File: src/rtl/tack_sequencer.sv
// tack_sequencer: MC68040/060 local-bus cycle terminator.
// Serves one bus cycle at a time. Each cycle ends in a single burst-inhibited
// termination, which can come from one of three sources: the channel's
// programmed wait states, an external ack, or the watchdog.
// Ports:
//   CLK40, RESET         bus clock, asynchronous active-high reset
//   TSn, SPACE, DELAY    transfer start, address-space decodes, per-channel wait states
//   EXT_TACK, NO_WDOG    external termination request, watchdog cancel for foreign cycles
//   TACK_OE              tristate enable shared by the four strobes
//   TACKn_O/TBIn_O/TCIn_O/TEAn_O  registered active-low strobe drive values
//   CH_ACTIVE            one-hot channel in service (bit0 = ROM_EN)
//   BUSY                 sequencer not idle
module tack_sequencer #(
  parameter int unsigned     N_CH        = 4,
  parameter int unsigned     DW          = 4,
  parameter logic [N_CH-1:0] CI_MASK     = N_CH'(4'hE),
  parameter int unsigned     WDOG_CYCLES = 125,
  parameter bit              WDOG_TEA    = 1'b0,
  parameter int unsigned     PULSE       = 1
) (
  input  logic               CLK40,
  input  logic               RESET,
  input  logic               TSn,
  input  logic [N_CH-1:0]    SPACE,
  input  logic [N_CH*DW-1:0] DELAY,
  input  logic               EXT_TACK,
  input  logic               NO_WDOG,
  output logic               TACK_OE,
  output logic               TACKn_O,
  output logic               TBIn_O,
  output logic               TCIn_O,
  output logic               TEAn_O,
  output logic [N_CH-1:0]    CH_ACTIVE,
  output logic               BUSY
);

  localparam int unsigned WW = $clog2(WDOG_CYCLES + 1);
  localparam int unsigned PW = 2;

  typedef enum logic [1:0] {IDLE, WAIT, ASSERT, NEGATE} state_t;

  state_t          state;
  logic [DW-1:0]   wait_cnt;
  logic [WW-1:0]   wdog_cnt;
  logic [PW-1:0]   pulse_cnt;

  logic [N_CH-1:0] sel_oh;
  logic [DW-1:0]   sel_dly;
  logic            has_ch, in_wait, chan_exp, ext_term, abandon, wdog_exp;
  logic            term_go, tea_term, tci_n;

  // Lowest-index SPACE bit wins; the loop runs downward so it overwrites last.
  always_comb begin
    sel_oh  = '0;
    sel_dly = '0;
    for (int i = int'(N_CH) - 1; i >= 0; i--) begin
      if (SPACE[i]) begin
        sel_oh  = N_CH'(1) << i;
        sel_dly = DELAY[i*DW +: DW];
      end
    end
  end

  // Termination arbitration: channel expiry > external ack > NO_WDOG cancel > watchdog.
  always_comb begin
    has_ch   = |CH_ACTIVE;
    in_wait  = (state == WAIT);
    chan_exp = in_wait && has_ch && (wait_cnt == '0);
    ext_term = EXT_TACK && (in_wait || ((state == IDLE) && TSn));
    abandon  = in_wait && NO_WDOG && !has_ch && !EXT_TACK;
    wdog_exp = in_wait && !abandon && (wdog_cnt == WW'(WDOG_CYCLES));
    term_go  = chan_exp || ext_term || wdog_exp;
    tea_term = WDOG_TEA && wdog_exp && !chan_exp && !ext_term;
    // Only a channel expiry follows the per-channel cache policy; others always inhibit.
    tci_n    = chan_exp ? ~|(CH_ACTIVE & CI_MASK) : 1'b0;
  end

  // Sequencer state, counters and registered strobes.
  always_ff @(posedge CLK40 or posedge RESET) begin
    if (RESET) begin
      state     <= IDLE;
      wait_cnt  <= '0;
      wdog_cnt  <= '0;
      pulse_cnt <= '0;
      TACK_OE   <= 1'b0;
      TACKn_O   <= 1'b1;
      TBIn_O    <= 1'b1;
      TCIn_O    <= 1'b1;
      TEAn_O    <= 1'b1;
      CH_ACTIVE <= '0;
      BUSY      <= 1'b0;
    end else begin
      case (state)
        IDLE: begin
          if (!TSn) begin
            state     <= WAIT;
            BUSY      <= 1'b1;
            CH_ACTIVE <= sel_oh;
            wait_cnt  <= sel_dly;
            wdog_cnt  <= '0;
          end
        end
        WAIT: begin
          if (!term_go) begin
            if (abandon) begin
              state    <= IDLE;
              BUSY     <= 1'b0;
              wdog_cnt <= '0;
            end else begin
              if (wait_cnt != '0) wait_cnt <= wait_cnt - DW'(1);
              if (wdog_cnt != WW'(WDOG_CYCLES)) wdog_cnt <= wdog_cnt + WW'(1);
            end
          end
        end
        ASSERT: begin
          if (pulse_cnt == '0) begin
            state   <= NEGATE;
            TACKn_O <= 1'b1;
            TBIn_O  <= 1'b1;
            TCIn_O  <= 1'b1;
            TEAn_O  <= 1'b1;
          end else begin
            pulse_cnt <= pulse_cnt - PW'(1);
          end
        end
        NEGATE: begin
          state     <= IDLE;
          TACK_OE   <= 1'b0;
          CH_ACTIVE <= '0;
          BUSY      <= 1'b0;
        end
        default: state <= IDLE;
      endcase

      // Entry into ASSERT, shared by the WAIT and IDLE (external ack) paths.
      if (term_go) begin
        state     <= ASSERT;
        BUSY      <= 1'b1;
        TACK_OE   <= 1'b1;
        TBIn_O    <= 1'b0;
        TACKn_O   <= tea_term;
        TEAn_O    <= ~tea_term;
        TCIn_O    <= tci_n;
        pulse_cnt <= PW'(PULSE - 1);
      end
    end
  end

endmodule

File: config.mk
export PLATFORM = sky130hd
export DESIGN_NAME = tack_sequencer
export DESIGN_NICKNAME = d
export VERILOG_FILES = /design/src/rtl/tack_sequencer.sv
export SDC_FILE = /design/constraint.sdc
export NUM_CORES = 1
export LEC_CHECK = 0
export BUFFER_PORTS_ARGS = -buffer_cell sky130_fd_sc_hd__buf_2
export CAP_MARGIN = 0
export CORE_AREA = 5 5 57 80
export CTS_CLUSTER_SIZE = 12
export DETAILED_ROUTE_END_ITERATION = 10
export DIE_AREA = 0 0 62 85
export HOLD_SLACK_MARGIN = 0.1
export PLACE_DENSITY_LB_ADDON = 0.08
export SLEW_MARGIN = 40
export SYNTH_ARGS = -nofsm -noshare
export SYNTH_HDL_FRONTEND = slang
export SYNTH_SLANG_ARGS = --single-unit
File: constraint.sdc
create_clock -name CLK40 -period 2.95 [get_ports CLK40]
set_input_delay 0 -clock CLK40 [delete_from_list [all_inputs] [get_ports CLK40]]
set_output_delay 0 -clock CLK40 [all_outputs]
set_load 0.005 [all_outputs]
# After elaboration in Yosys (flattened, before gate mapping)

Cells that the tools add are included.

Register bits after elaboration: 24
Output and inout bits: 10

Multiplexer cells: 40
Eq/ne operators: 14
$add $sub $neg: 3
Reduce and logical (&&, ||, !) cells: 35

Operators with widths:

| operator            | number |
|---|---|
| $mux 4              | 13 |
| $mux 7              | 4 |
| $pmux 4 s2          | 2 |
| $mux 2              | 7 |
| $pmux 7 s2          | 1 |
| $mux 1              | 11 |
| $reduce_bool 2->1   | 5 |
| $logic_and 1x1->1   | 9 |
| $ne 2x2->1 const B  | 4 |
| $pmux 2 s4          | 1 |
| $reduce_bool 4->1   | 2 |
| $add 7x1->7 const B | 1 |
| $eq 7x7->1 const B  | 1 |
| $ne 7x7->1 const B  | 1 |
| $ne 3x1->1 const B  | 2 |
| $ne 3x3->1 const B  | 2 |
| $reduce_and 2->1    | 3 |
| $reduce_and 3->1    | 2 |
| $reduce_and 5->1    | 1 |
| $eq 2x2->1 const B  | 2 |
| $logic_not 1->1     | 4 |
| $logic_not 2->1     | 2 |
| $logic_not 4->1     | 1 |
| $reduce_and 4->1    | 1 |
| other kinds (8)     | 10 |

# Logic depth before layout (Yosys ltp)

Gate-level depths: netlist (run 1).

Word-level depth: 10
Depth in mapped cells: 8
Gate-level depth less buffers: 7

# Least setup slack after synthesis (run 1)

Ideal clock, no wire load.

Kind: reg-to-reg
From: register state[0]
To: register wait_cnt[0]
Path buffers: 0
Path slack: 1.071 ns
Stages on the path, launching flop included: 8
Arrival time: 1.754 ns
Cells stage by stage: dfrtp_1 -> inv_1 -> ha_1 -> and2_1 -> nor2_1 -> nand2_1 -> or2_1 -> mux2_4

Word-level cells in the longest chain between the ends: 10
Elaborated cells between the ends (all ways): 22

Ends and longest elaborated chain:

| element                           | RTL line | source |
|---|---|---|
| from (decl)                       | 42       | `state_t state;` |
| from (signal assigned)            | 81       | `state <= IDLE;` |
| from (signal assigned)            | 96       | `state <= WAIT;` |
| from (signal assigned)            | 106      | `state <= IDLE;` |
| $eq 2x1->1                        | 67, 93   |  |
| $logic_and 1x1->1 (3 in a row)    | 70       | `abandon = in_wait && NO_WDOG && !has_ch && !EXT_TACK;` |
| $logic_not 1->1                   | 71       | `wdog_exp = in_wait && !abandon && (wdog_cnt == WW'(WDOG_CYCLES));` |
| $logic_and 1x1->1 (2 in a row)    | 71       |  |
| $logic_or 1x1->1                  | 72       | `term_go = chan_exp \|\| ext_term \|\| wdog_exp;` |
| $ne 2x2->1 (no source line)       | n/a      |  |
| $reduce_and 5->1 (no source line) | n/a      |  |
| to (signal assigned)              | 99       | `wait_cnt <= sel_dly;` |
| to (signal assigned)              | 110      | `if (wait_cnt != '0) wait_cnt <= wait_cnt - DW'(1);` |
| to (decl)                         | 43       | `logic [DW-1:0] wait_cnt;` |

Parallel ways exist; a longest one is shown, timed or not.
A chain may end at the register's enable or synchronous reset.

# Worst setup path after layout (run 1)

From: register state[1]
To: register wait_cnt[0]

Same word-level chain as after synthesis.

==> results of run 1 <==
sequential cells by signal (all words and copies together) (netlist names):
name       flops
CH_ACTIVE      4
TCIn_O         1
TACK_OE        1
BUSY           1
pulse_cnt      2
state          2
wait_cnt       4
TBIn_O         1
wdog_cnt       7
cell type report:
class	count	area share
Clock buffer	4	0.0251
Inverter	14	0.0293
Multi-Input combinational cell	123	0.478
Sequential cell	23	0.323
Tap cell	43	0.0300
Timing Repair Buffer	37	0.115
where the power goes:
| part | switching (W) | total, W | internal [W] |
|---|---|---|---|
| Combinational | 0.000480 | 0.000864 | 0.000384 |
| Sequential | 0.000121 | 0.000567 | 0.000446 |
| Clock | 0.0000998 | 0.000196 | 0.0000963 |
worst max-delay path by stage:
| stage | start | to | cells after the start |
|---|---|---|---|
| after floorplan | state[0]$_DFFE_PP0P_ | wait_cnt[0]$_DFFE_PP0P_ | 7 |
| after global placement | state[1]$_DFFE_PP0P_ | wait_cnt[0]$_DFFE_PP0P_ | 7 |
| after detailed placement | state[1]$_DFFE_PP0P_ | wait_cnt[0]$_DFFE_PP0P_ | 7 |
| after CTS | state[1]$_DFFE_PP0P_ | wait_cnt[0]$_DFFE_PP0P_ | 7 |
| after global routing | state[1]$_DFFE_PP0P_ | wait_cnt[0]$_DFFE_PP0P_ | 7 |
| final | state[1]$_DFFE_PP0P_ | wait_cnt[0]$_DFFE_PP0P_ | 7 |
cell usage in the layout, fill, tap and decap left out, types with 2 or more instances in the layout:
master,synthesis,layout
sky130_fd_sc_hd__a21o_1,2,2
sky130_fd_sc_hd__a21oi_1,15,15
sky130_fd_sc_hd__a221oi_1,5,5
sky130_fd_sc_hd__a22o_1,3,3
sky130_fd_sc_hd__a31oi_1,5,5
sky130_fd_sc_hd__a41oi_1,2,2
sky130_fd_sc_hd__and2_1,2,2
sky130_fd_sc_hd__and3_1,3,3
sky130_fd_sc_hd__buf_2,2,33
sky130_fd_sc_hd__clkbuf_8,0,3
sky130_fd_sc_hd__dfrtp_1,21,21
sky130_fd_sc_hd__dfstp_2,2,2
sky130_fd_sc_hd__dlygate4sd3_1,0,4
sky130_fd_sc_hd__ha_1,9,9
sky130_fd_sc_hd__inv_1,14,13
sky130_fd_sc_hd__mux2i_1,2,2
sky130_fd_sc_hd__nand2_1,16,16
sky130_fd_sc_hd__nand3_1,5,5
sky130_fd_sc_hd__nor2_1,10,10
sky130_fd_sc_hd__nor2b_1,5,5
sky130_fd_sc_hd__nor3_1,3,3
sky130_fd_sc_hd__nor4_1,3,3
sky130_fd_sc_hd__nor4_4,2,2
sky130_fd_sc_hd__o21a_1,2,2
sky130_fd_sc_hd__o21ai_0,6,6
sky130_fd_sc_hd__o31ai_1,4,4
sky130_fd_sc_hd__or2_1,2,2
per-layer routing:
layer,wire length [um],share of wire
met2,1940,0.53
met5,0,0
met4,55,0.015
met1,1470,0.40
met3,174,0.048
repair_timing:
| item | 4_1_cts | 5_1_grt |
|---|---|---|
| setup buffers | 0 | 0 |
| hold endpoints to repair | 24 | 0 |
| hold buffers | 4 | 0 |
logic make-up (layout without fill, tap and decap cells):
kind of cell,count (synthesis),in the layout,share of synthesized area
xor+xnor,1,1,0.00573
buf+inv,21,55,0.0606
flops,23,23,0.378
simple gates,54,54,0.198
mux,4,4,0.0303
other cells,1,1,0.00245
compound gates,54,54,0.251
fa+ha+maj,9,9,0.0737
through the flow:
stage	hold slack [ps]	util	std cells	cell area (um2)	total power, W
floorplan	0.441	-	167	1530	0.00122
global placement	239	0.451	236	1710	0.00141
detailed placement	59.7	0.451	236	1710	0.00144
CTS	115	0.474	244	1790	0.00165
global route	117	0.474	244	1790	0.00179
finish	108	0.474	244	1790	0.00163
worst register-to-register path, cell delays in order (launching register included):
cell and delay [ps]:
sky130_fd_sc_hd__dfrtp_1 420, sky130_fd_sc_hd__inv_1 90, sky130_fd_sc_hd__ha_1 430, sky130_fd_sc_hd__nor2_1 100
sky130_fd_sc_hd__nor2_1 320, sky130_fd_sc_hd__nand2_1 160, sky130_fd_sc_hd__or2_1 310, sky130_fd_sc_hd__mux2_4 310
==> summary.txt, run 1 <==
Yosys
  – Register bit total from synthesis: 23
  – Leading register cell type out of synthesis: sky130_fd_sc_hd__dfrtp_1
  – Post-synth net total: 201
  – Top-area cell type share of the netlist area: 0.344
  – Fraction of synthesis flops using an asynchronous set or reset pin: 1.00
  – Total standard cell area after synthesis: 0.00153 mm2
  – Dominant cell by count in the synthesized netlist: sky130_fd_sc_hd__dfrtp_1
  – Cell accounting for the most synthesized area: sky130_fd_sc_hd__dfrtp_1
  – Total number of yosys warnings: 0
  – Post-synth EDFFs: 0
  – Count of mapped cells out of synthesis: 167
  – Sequential-to-total area share from yosys stat: 0.378
  – Top cells by area in the synthesized netlist: sky130_fd_sc_hd__dfrtp_1, sky130_fd_sc_hd__ha_1, sky130_fd_sc_hd__a21oi_1, sky130_fd_sc_hd__nand2_1, sky130_fd_sc_hd__dfstp_2
  – Library cells used by synthesis: 44
  – Synthesized area per cell: 9.15 um2
  – Top cells by instance count after synthesis: sky130_fd_sc_hd__dfrtp_1, sky130_fd_sc_hd__nand2_1, sky130_fd_sc_hd__a21oi_1

Placed design
  – Port buffer count: 33
  – Routability congestion estimate: 0.808
  – Post-Place Worst Slack: 704 ps
  – Dpl hpwl: 2.86 mm

Global routing
  – Initial antenna violation count: 0
  – Wire length of the first global-routing pass: 5.96 mm
  – Global Route Usage Sum: 0.144
  – Global-route met2 utilization: 0.257
  – Via count of the first global-routing pass: 1376
  – Busiest metal layer after global routing: met2
  – Met1 routing resource usage after global routing: 0.168
  – Pin count of the biggest net entering global routing: 24
  – Met3 capacity usage during global routing: 0.0183
  – Leftover overflow at the end of global routing: 0

Worst hold path
  – End point of the most critical hold path: wait_cnt[3]$_DFFE_PP0P_
  – Hold crit path type: in2reg
  – Worst hold path depth: 4
  – Startpoint of the tightest hold check path: DELAY[3]

Critical path
  – Reg-to-Reg Start: state[1]$_DFFE_PP0P_
  – CP Capture Type: flop
  – Kind of start point of the critical path: flop
  – Required time of the critical path: 3100 ps
  – CP peak stage delay: 430 ps
  – Capture point of the worst reg-to-reg path: wait_cnt[0]$_DFFE_PP0P_
  – Crit-path leading delay family: simple AND/OR/NAND/NOR gates
  – Cell seen most often among critical-path stages: sky130_fd_sc_hd__nor2_1
  – Slowest cell on the critical path: sky130_fd_sc_hd__ha_1
  – Flop-to-flop setup slack: 710 ps
  – Cells along the critical path: inv_1 > ha_1 > nor2_1 > nor2_1 > nand2_1 > or2_1 > mux2_4
  – Endpoint arrival time on the critical path: 2390 ps
  – Worst r2r path cells: 7
  – Combined buffer and inverter count along the critical path: 1
  – Largest driver fanout on the critical path: 12
  – Crit path kind: reg2reg

Timing
  – Final-report setup violation count: 0
  – Fraction of the cycle the final worst path needs: 0.760
  – Setup clock skew after layout: 4.11 ps
  – Total Neg Setup Slack: 0 ps
  – Min cycle time layout: 2240 ps
  – Final count of hold timing violations: 0
  – Unrepaired setup endpoints after global routing: false
  – Max Slew Vio Count: 0
  – Maximum clock frequency: 446 MHz
  – Slack of the critical path: 709 ps

Clock network
  – Clock tree root driver cell: sky130_fd_sc_hd__clkbuf_8
  – Maximum count of clock buffers along a single path: 2
  – Latest clock arrival within the worst-skew pair: 260 ps
  – Number of H-tree levels: 1
  – Clock sink total: 23
  – CTS resizes: 0
  – Clock-pin slew on the worst setup and hold paths: 80 ps
  – Clock tree from TritonCTS: built
  – Number of CTS-inserted buffers: 3

Die
  – DIE AREA: 0.00527 mm2
  – X dimension of the die: 62 um
  – Floorplan die height: 85 um
  – Initial core utilization: 0.404
  – Number of core rows: 27
  – Core box area: 0.00378 mm2
  – Top-Level Pins: 35

Route
  – Post-Route WL: 3.64 mm
  – DRC: 0
  – Average wire per standard cell: 14.9 um
  – Number of nets with antenna violations after routing: 0
  – Vias per cell: 5.54
  – First-pass iteration count of the detailed router: 4
  – Detailed Route Iter0 Violations: 48
  – Total via count in the routed design: 1351

Layout
  – Post-layout net count: 236
  – Number of diodes added for antenna fixing: 0
  – Share of cells above drive strength 1: 0.239
  – Area Overhead vs Synth: 17.3%
  – Total of fill cells in the finished design: 371
  – Multi-input logic area: 857 um2
  – Footprint of the flip-flops and latches: 578 um2

Status
  – Outcome: complete, no violations

Pwr
  – Maximum vdd drop: 0.000365 V
  – Leakage Power: 0.841 nW
  – Power density of the placed cells: 909 mW/mm2

Job
  – Max-cap violation count: 0
(Power assumes the default switching activity.)
==> run 2: changes to the inputs <==
Settings changed: ABC_AREA from default to 1, CORE_AREA 5 5 57 80 to 5 5 60 83, DIE_AREA 0 0 62 85 to 0 0 65 88.
Clock period 2.95 ns to 2.1 ns, I/O delays scaled along.
==> run 2 against run 1 <==
Maximum frequency up 20%. Via count up 13%. Register-to-register slack worse by 470 ps. Area after synthesis up 10%. Cell area up 10%. Die area up 8.5%. Sequential share of layout area down 3.0 points. Core utilization up 0.095 points. Clock power up 43%. Critical path type unchanged. Highest routed layer unchanged.
==> summary.txt, run 2 <==
Clock network
  – Maximum count of clock buffers along a single path: 2 (unchanged)
  – Clock tree root driver cell: sky130_fd_sc_hd__clkbuf_8
  – Clock tree from TritonCTS: built
  – CTS resizes: 0 (unchanged)
  – Clock sink total: 23 (unchanged)
  – Number of buffers added to fix hold violations after cts: 5 (+1)
  – Number of H-tree levels: 1 (unchanged)
  – Latest clock arrival within the worst-skew pair: 270 ps (about the same)
  – # Post-CTS Setup Buffers: 0 (unchanged)
  – Number of CTS-inserted buffers: 3 (unchanged)
  – Clock-pin slew on the worst setup and hold paths: 80 ps (about the same)

Critical path
  – Endpoint arrival time on the critical path: 2080 ps (-310 ps)
  – Worst setup startpoint: state[1]$_DFFE_PP0P_
  – Largest driver fanout on the critical path: 13 (+1)
  – Capture point of the worst reg-to-reg path: wdog_cnt[6]$_DFFE_PP0P_
  – Kind of start point of the critical path: flop
  – CP Capture Type: flop
  – Reg-to-Reg Start: state[1]$_DFFE_PP0P_
  – Worst r2r path cells: 11 (+4)
  – Crit path kind: reg2reg
  – Flop-to-flop setup slack: 240 ps (-470 ps)
  – Required time of the critical path: 2310 ps (-790 ps)

Worst hold path
  – Hold crit path type: in2reg
  – End point of the most critical hold path: wait_cnt[1]$_DFFE_PP0P_
  – Startpoint of the tightest hold check path: DELAY[1]
  – Worst hold path depth: 7 (+3)

Yosys
  – Register bit total from synthesis: 23 (unchanged)
  – Total standard cell area after synthesis: 0.00168 mm2 (+10%)
  – Leading register cell type out of synthesis: sky130_fd_sc_hd__dfrtp_1
  – Synthesized area per cell: 7.23 um2 (-21%)
  – Library cells used by synthesis: 30 (-32%)
  – Top cells by area in the synthesized netlist: sky130_fd_sc_hd__dfrtp_1, sky130_fd_sc_hd__nand2_1, sky130_fd_sc_hd__nand3_1, sky130_fd_sc_hd__ha_1, sky130_fd_sc_hd__inv_1
  – Count of mapped cells out of synthesis: 233 (+40%)
  – Top cells by instance count after synthesis: sky130_fd_sc_hd__nand2_1, sky130_fd_sc_hd__inv_1, sky130_fd_sc_hd__nand3_1
  – Dominant cell by count in the synthesized netlist: sky130_fd_sc_hd__nand2_1
  – Sequential-to-total area share from yosys stat: 0.343 (-0.0351)
  – Cell accounting for the most synthesized area: sky130_fd_sc_hd__dfrtp_1
  – Post-synth net total: 267 (+33%)
  – Total number of yosys warnings: 0 (unchanged)
  – Post-synth EDFFs: 0 (unchanged)
  – Fraction of synthesis flops using an asynchronous set or reset pin: 1.00 (unchanged)
  – Top-area cell type share of the netlist area: 0.312 (-0.0319)

Timing
  – Final count of hold timing violations: 0 (unchanged)
  – Fraction of the cycle the final worst path needs: 0.887 (+0.128)
  – Final-report setup violation count: 0 (unchanged)
  – Total Neg Setup Slack: 0 ps (unchanged)
  – Post-route worst hold slack: 160 ps (+51.4 ps)
  – Unrepaired setup endpoints after global routing: false
  – Setup clock skew after layout: 1.82 ps (-2.29 ps)
  – Min cycle time layout: 1860 ps (-378 ps)
  – Max Slew Vio Count: 0 (unchanged)
  – Slew at the pin closest to its max-slew limit: 508 ps
  – Headroom to the max-slew limit: 0.661
  – Maximum clock frequency: 537 MHz (+20%)

Route
  – First-pass iteration count of the detailed router: 4 (unchanged)
  – DRC: 0 (unchanged)
  – Post-Route WL: 3.81 mm (+4.7%)
  – Vias per cell: 4.78 (-14%)
  – Number of nets with antenna violations after routing: 0 (unchanged)
  – Total via count in the routed design: 1520 (+13%)
  – Average wire per standard cell: 12.0 um (-20%)
  – Detailed Route Iter0 Violations: 34 (-29%)

Pwr
  – Maximum vdd drop: 0.000485 V (+33%)
  – Leakage Power: 1.09 nW (+29%)
  – Power density of the placed cells: 1210 mW/mm2 (+33%)

Status
  – Outcome: complete, no violations

Die
  – Floorplan die height: 88 um (+3.5%)
  – DIE AREA: 0.00572 mm2 (+8.5%)
  – Initial core utilization: 0.404 (about the same)
  – Number of core rows: 28 (+3.7%)
  – Top-Level Pins: 35 (unchanged)
  – X dimension of the die: 65 um (+4.8%)
  – Core box area: 0.00417 mm2 (+10%)

Layout
  – Share of cells above drive strength 1: 0.231 (-0.00804)
  – Number of diodes added for antenna fixing: 0 (unchanged)
  – Largest regs: wdog_cnt: 7 flops, CH_ACTIVE: 4 flops, wait_cnt: 4 flops
  – Multi-input logic area: 931 um2 (+8.6%)
  – Leading cell type in the layout, fill and taps excluded: sky130_fd_sc_hd__nand2_1
  – Post-layout net count: 308 (+31%)
  – Footprint of the flip-flops and latches: 578 um2 (unchanged)
  – Register containing the most flip-flops in the final layout: wdog_cnt
  – Area Overhead vs Synth: 17.5%
  – Post-route design area: 0.00198 mm2 (+10%)
  – Total of fill cells in the finished design: 442 (+19%)
  – Most frequent cells in the layout: sky130_fd_sc_hd__nand2_1, sky130_fd_sc_hd__buf_2, sky130_fd_sc_hd__inv_1, sky130_fd_sc_hd__nand3_1, sky130_fd_sc_hd__dfrtp_1
  – Layout Utilization: 0.474 (+0.000945)
  – Largest register FFs: 7 (unchanged)

Placed design
  – Routability congestion estimate: 0.823 (+1.9%)
  – Dpl hpwl: 2.97 mm (+3.9%)
  – Post-Place Cell Area: 0.00188 mm2 (+10%)
  – Port buffer count: 33 (unchanged)

Global routing
  – Via count of the first global-routing pass: 1526 (+11%)
  – Wire length of the first global-routing pass: 6.43 mm (+7.9%)
  – Met3 capacity usage during global routing: 0.0167 (-0.00158)
  – Pin count of the biggest net entering global routing: 24 (unchanged)
  – Met1 routing resource usage after global routing: 0.170 (+0.00245)
  – Global-route met2 utilization: 0.250 (-0.00614)
  – Leftover overflow at the end of global routing: 0 (unchanged)
  – Global Route Usage Sum: 0.143 (-0.00131)
  – Busiest metal layer after global routing: met2
  – Initial antenna violation count: 0 (unchanged)

Job
  – Max-cap violation count: 0 (unchanged)
==> run 2: cell count changes in the layout (fill, tap and decap cells not counted), moves of 6 or more <==
cell / previous run / this run
sky130_fd_sc_hd__a21oi_1: 15 / 9
sky130_fd_sc_hd__inv_1: 13 / 29
sky130_fd_sc_hd__nand2_1: 16 / 68
sky130_fd_sc_hd__nand3_1: 5 / 25
sky130_fd_sc_hd__nor2_1: 10 / 20
==> run 2: critical path, stage by stage, from the launching register on <==
cell	delay, ps
sky130_fd_sc_hd__dfrtp_1	420
sky130_fd_sc_hd__inv_1	90
sky130_fd_sc_hd__ha_1	290
sky130_fd_sc_hd__buf_4	220
sky130_fd_sc_hd__nand2_4	70
sky130_fd_sc_hd__nor2_8	140
sky130_fd_sc_hd__a21oi_4	80
sky130_fd_sc_hd__nand2_4	100
sky130_fd_sc_hd__nand2_4	110
sky130_fd_sc_hd__nand2_2	150
sky130_fd_sc_hd__nand2_1	80
sky130_fd_sc_hd__nand2_1	60
==> run 2: cells by family (layout without fill, tap and decap cells) <==
kind of cell / Yosys count / count (layout) / synth area share
adder cells (fa/ha/maj): 9 / 9 / 0.0669
AND/OR/NAND/NOR: 137 / 137 / 0.386
XOR/XNOR: 4 / 4 / 0.0208
AO/OA/AOI/OAI: 22 / 22 / 0.0773
flip-flops: 23 / 23 / 0.343
buffers and inverters: 37 / 77 / 0.104
other: 1 / 1 / 0.00223
==> run 2: worst max-delay path by stage <==
stage | cells past startpoint | end
after global routing | 11 | wait_cnt[3]$_DFFE_PP0P_
after global placement | 11 | wait_cnt[0]$_DFFE_PP0P_
after detailed placement | 11 | wdog_cnt[6]$_DFFE_PP0P_
final | 11 | wdog_cnt[6]$_DFFE_PP0P_
after CTS | 11 | wdog_cnt[6]$_DFFE_PP0P_
after floorplan | 11 | wait_cnt[3]$_DFFE_PP0P_
==> run 2: per-layer routing <==
| layer | vias up | share of wire |
|---|---|---|
| li1 | 818 | - |
| met2 | 33 | 0.50 |
| met5 | - | 0 |
| met1 | 662 | 0.44 |
| met4 | 0 | 0.024 |
| met3 | 7 | 0.036 |
==> run 2: cell type report <==
type | instances | share of cell area
multi-input cells | 173 | 0.471
flip-flops and latches | 23 | 0.292
repair buffers | 40 | 0.116
inverters | 33 | 0.0696
well taps | 45 | 0.0285
clock buffers | 4 | 0.0228
==> run 2: stage by stage <==
stage | power (W) | instances | setup slack, ps
floorplan | 0.00178 | 233 | 531
global placement | 0.00213 | 309 | 279
detailed placement | 0.00212 | 309 | 249
CTS | 0.00243 | 318 | 230
global route | 0.00265 | 318 | 79.1
finish | 0.00238 | 318 | 237
==> run 2: power by group <==
| group | total, W | switching, W | internal, W |
|---|---|---|---|
| clock network | 0.000281 | 0.000145 | 0.000136 |
| registers | 0.000723 | 0.000113 | 0.000610 |
| logic | 0.00138 | 0.000851 | 0.000530 |
==> run 3: changes to the inputs <==
Settings changed: GPL_TIMING_DRIVEN from default to 0.
==> run 3 against run 2 <==
Final cell count up 0.63%. Combinational power hardly changed. Critical endpoint is now state[0]$_DFFE_PP0P_. Cell area rose by 1.1%. Sequential cell count unchanged. Critical path depth grew 1. Sequential power hardly changed. Largest cell class unchanged. Global-route usage grew 0.70 points. Total power is 0.63% higher. Die area unchanged. Count of clock-buffer cells in the layout did not move.
==> summary.txt, run 3 (synthesized netlist as in run 2, its figures left out) <==
Worst hold path
  – End point of the most critical hold path: wait_cnt[2]$_DFFE_PP0P_
  – Startpoint of the tightest hold check path: DELAY[2]
  – Worst hold path depth: 7 (unchanged)
  – Hold crit path type: in2reg

Route
  – Post-Route WL: 3.80 mm (-0.34%)
  – Total via count in the routed design: 1544 (+1.6%)
  – Average wire per standard cell: 11.9 um (-0.96%)
  – Vias per cell: 4.83 (+0.94%)
  – Number of nets with antenna violations after routing: 0 (unchanged)
  – Detailed Route Iter0 Violations: 52 (+53%)
  – DRC: 0 (unchanged)
  – First-pass iteration count of the detailed router: 4 (unchanged)

Clock network
  – Clock-pin slew on the worst setup and hold paths: 90 ps (about the same)
  – Number of CTS-inserted buffers: 3 (unchanged)
  – Latest clock arrival within the worst-skew pair: 270 ps (about the same)
  – Number of H-tree levels: 1 (unchanged)
  – Clock tree from TritonCTS: built
  – Maximum count of clock buffers along a single path: 2 (unchanged)
  – Clock tree root driver cell: sky130_fd_sc_hd__clkbuf_8
  – CTS resizes: 0 (unchanged)
  – Clock sink total: 23 (unchanged)
  – # Post-CTS Setup Buffers: 0 (unchanged)

Job
  – Max-cap violation count: 0 (unchanged)

Timing
  – Total Neg Setup Slack: 0 ps (unchanged)
  – Unrepaired setup endpoints after global routing: false
  – Max Slew Vio Count: 0 (unchanged)
  – Slew at the pin closest to its max-slew limit: 500 ps (-8.25 ps)
  – Headroom to the max-slew limit: 0.666 (+0.00551)
  – Maximum clock frequency: 557 MHz (+3.8%)
  – Final count of hold timing violations: 0 (unchanged)
  – Min cycle time layout: 1800 ps (-67.8 ps)
  – Setup clock skew after layout: 5.21 ps (+3.39 ps)
  – Post-route worst hold slack: 167 ps (+6.97 ps)
  – Final-report setup violation count: 0 (unchanged)
  – Fraction of the cycle the final worst path needs: 0.855 (-0.0323)

Die
  – Floorplan die height: 88 um (unchanged)
  – Initial core utilization: 0.404 (unchanged)
  – Core box area: 0.00417 mm2 (unchanged)
  – X dimension of the die: 65 um (unchanged)
  – Top-Level Pins: 35 (unchanged)
  – DIE AREA: 0.00572 mm2 (unchanged)
  – Number of core rows: 28 (unchanged)

Global routing
  – Busiest metal layer after global routing: met2
  – Met3 capacity usage during global routing: 0.0218 (+0.00513)
  – Leftover overflow at the end of global routing: 0 (unchanged)
  – Met1 routing resource usage after global routing: 0.187 (+0.0168)
  – Global-route met2 utilization: 0.261 (+0.0102)
  – Wire length of the first global-routing pass: 6.82 mm (+6.0%)
  – Initial antenna violation count: 0 (unchanged)
  – Global Route Usage Sum: 0.150 (+0.00701)
  – Pin count of the biggest net entering global routing: 24 (unchanged)
  – Via count of the first global-routing pass: 1540 (+0.92%)

Critical path
  – Cells along the critical path: inv_1 > ha_1 > buf_6 > nand3_2 > inv_2 > nand2_2 > nand2_1 > nand2_2 > nand3_1 > nand2_1 > nand2_1 > nand2_1
  – CP peak stage delay: 420 ps (about the same)
  – Worst r2r path cells: 12 (+1)
  – Flop-to-flop setup slack: 300 ps (+70 ps)
  – Reg-to-Reg Start: state[1]$_DFFE_PP0P_
  – Combined buffer and inverter count along the critical path: 3 (+1)
  – Slowest cell on the critical path: sky130_fd_sc_hd__dfrtp_1
  – Crit path kind: reg2reg
  – CP Capture Type: flop
  – Capture point of the worst reg-to-reg path: state[0]$_DFFE_PP0P_
  – Crit-path leading delay family: simple AND/OR/NAND/NOR gates
  – Cell seen most often among critical-path stages: sky130_fd_sc_hd__nand2_1
  – Required time of the critical path: 2270 ps (-40 ps)
  – Endpoint arrival time on the critical path: 1960 ps (-120 ps)
  – Kind of start point of the critical path: flop
  – Largest driver fanout on the critical path: 10 (-3)

Placed design
  – Port buffer count: 33 (unchanged)
  – Routability congestion estimate: 0.821 (-0.30%)
  – Dpl hpwl: 2.97 mm (-0.14%)

Layout
  – Footprint of the flip-flops and latches: 578 um2 (unchanged)
  – Post-layout net count: 310 (+0.65%)
  – Largest register FFs: 7 (unchanged)
  – Area Overhead vs Synth: 18.8%
  – Layout Utilization: 0.480 (+0.00540)
  – Multi-input logic area: 931 um2 (unchanged)
  – Total of fill cells in the finished design: 448 (+1.4%)
  – Leading cell type in the layout, fill and taps excluded: sky130_fd_sc_hd__nand2_1
  – Most frequent cells in the layout: sky130_fd_sc_hd__nand2_1, sky130_fd_sc_hd__buf_2, sky130_fd_sc_hd__inv_1, sky130_fd_sc_hd__nand3_1, sky130_fd_sc_hd__dfrtp_1
  – Share of cells above drive strength 1: 0.236 (+0.00559)
  – Largest regs: wdog_cnt: 7 flops, CH_ACTIVE: 4 flops, wait_cnt: 4 flops
  – Register containing the most flip-flops in the final layout: wdog_cnt
  – Number of diodes added for antenna fixing: 0 (unchanged)

Pwr
  – Power density of the placed cells: 1200 mW/mm2 (-0.50%)
  – Leakage Power: 1.10 nW (+1.0%)
  – Maximum vdd drop: 0.000497 V (+2.5%)
  – Power Total: 0.00240 W (+0.63%)

Status
  – Outcome: complete, no violations
## run 3: layout make-up
cell class | instances | share of cell area
Multi-Input combinational cell | 173 | 0.465
Timing Repair Buffer | 38 | 0.108
Clock buffer | 4 | 0.0225
Sequential cell | 23 | 0.289
Buffer | 4 | 0.0188
Tap cell | 45 | 0.0281
Inverter | 33 | 0.0688
## run 3: what timing repair did
action                                  4_1_cts  5_1_grt
hold buffers                                  5        0
endpoints found under the setup margin        0        0
hold endpoints to repair                     25        0
## run 3: worst max-delay path by stage
stage / slack (ps) / start / endpoint / depth (start not counted)
after global placement: 300 / state[1]$_DFFE_PP0P_ / state[0]$_DFFE_PP0P_ / 12
after floorplan: 530 / state[1]$_DFFE_PP0P_ / wait_cnt[3]$_DFFE_PP0P_ / 11
after global routing: 90 / state[1]$_DFFE_PP0P_ / state[1]$_DFFE_PP0P_ / 12
after detailed placement: 300 / state[1]$_DFFE_PP0P_ / state[0]$_DFFE_PP0P_ / 12
after CTS: 280 / state[1]$_DFFE_PP0P_ / state[0]$_DFFE_PP0P_ / 12
final: 300 / state[1]$_DFFE_PP0P_ / state[0]$_DFFE_PP0P_ / 12
## run 3: report_power, final
part           switching [W]  internal [W]
clock network       0.000155      0.000136
logic               0.000850      0.000537
registers           0.000112      0.000610
total                0.00112       0.00128
## run 3: metrics by stage
stage,setup WS (ps),area [um2],std cells
global route,92.3,2000,320
global placement,298,1910,311
detailed placement,295,1910,311
finish,304,2000,320
CTS,277,2000,320
floorplan,531,1680,233
## run 3: per-layer routing
layer  wire length (um)  vias up
met5                  0        -
met4                 64        0
met3                153        7
met2               1870       33
met1               1700      682
li1                   -      822
## run 3: worst min-delay path, stage by stage
cell and delay, ps:
sky130_fd_sc_hd__buf_2 70, sky130_fd_sc_hd__nor2_1 30, sky130_fd_sc_hd__nor2_1 80, sky130_fd_sc_hd__nand2_1 60
sky130_fd_sc_hd__nand2_1 50, sky130_fd_sc_hd__nand3_1 50, sky130_fd_sc_hd__nand2_1 60
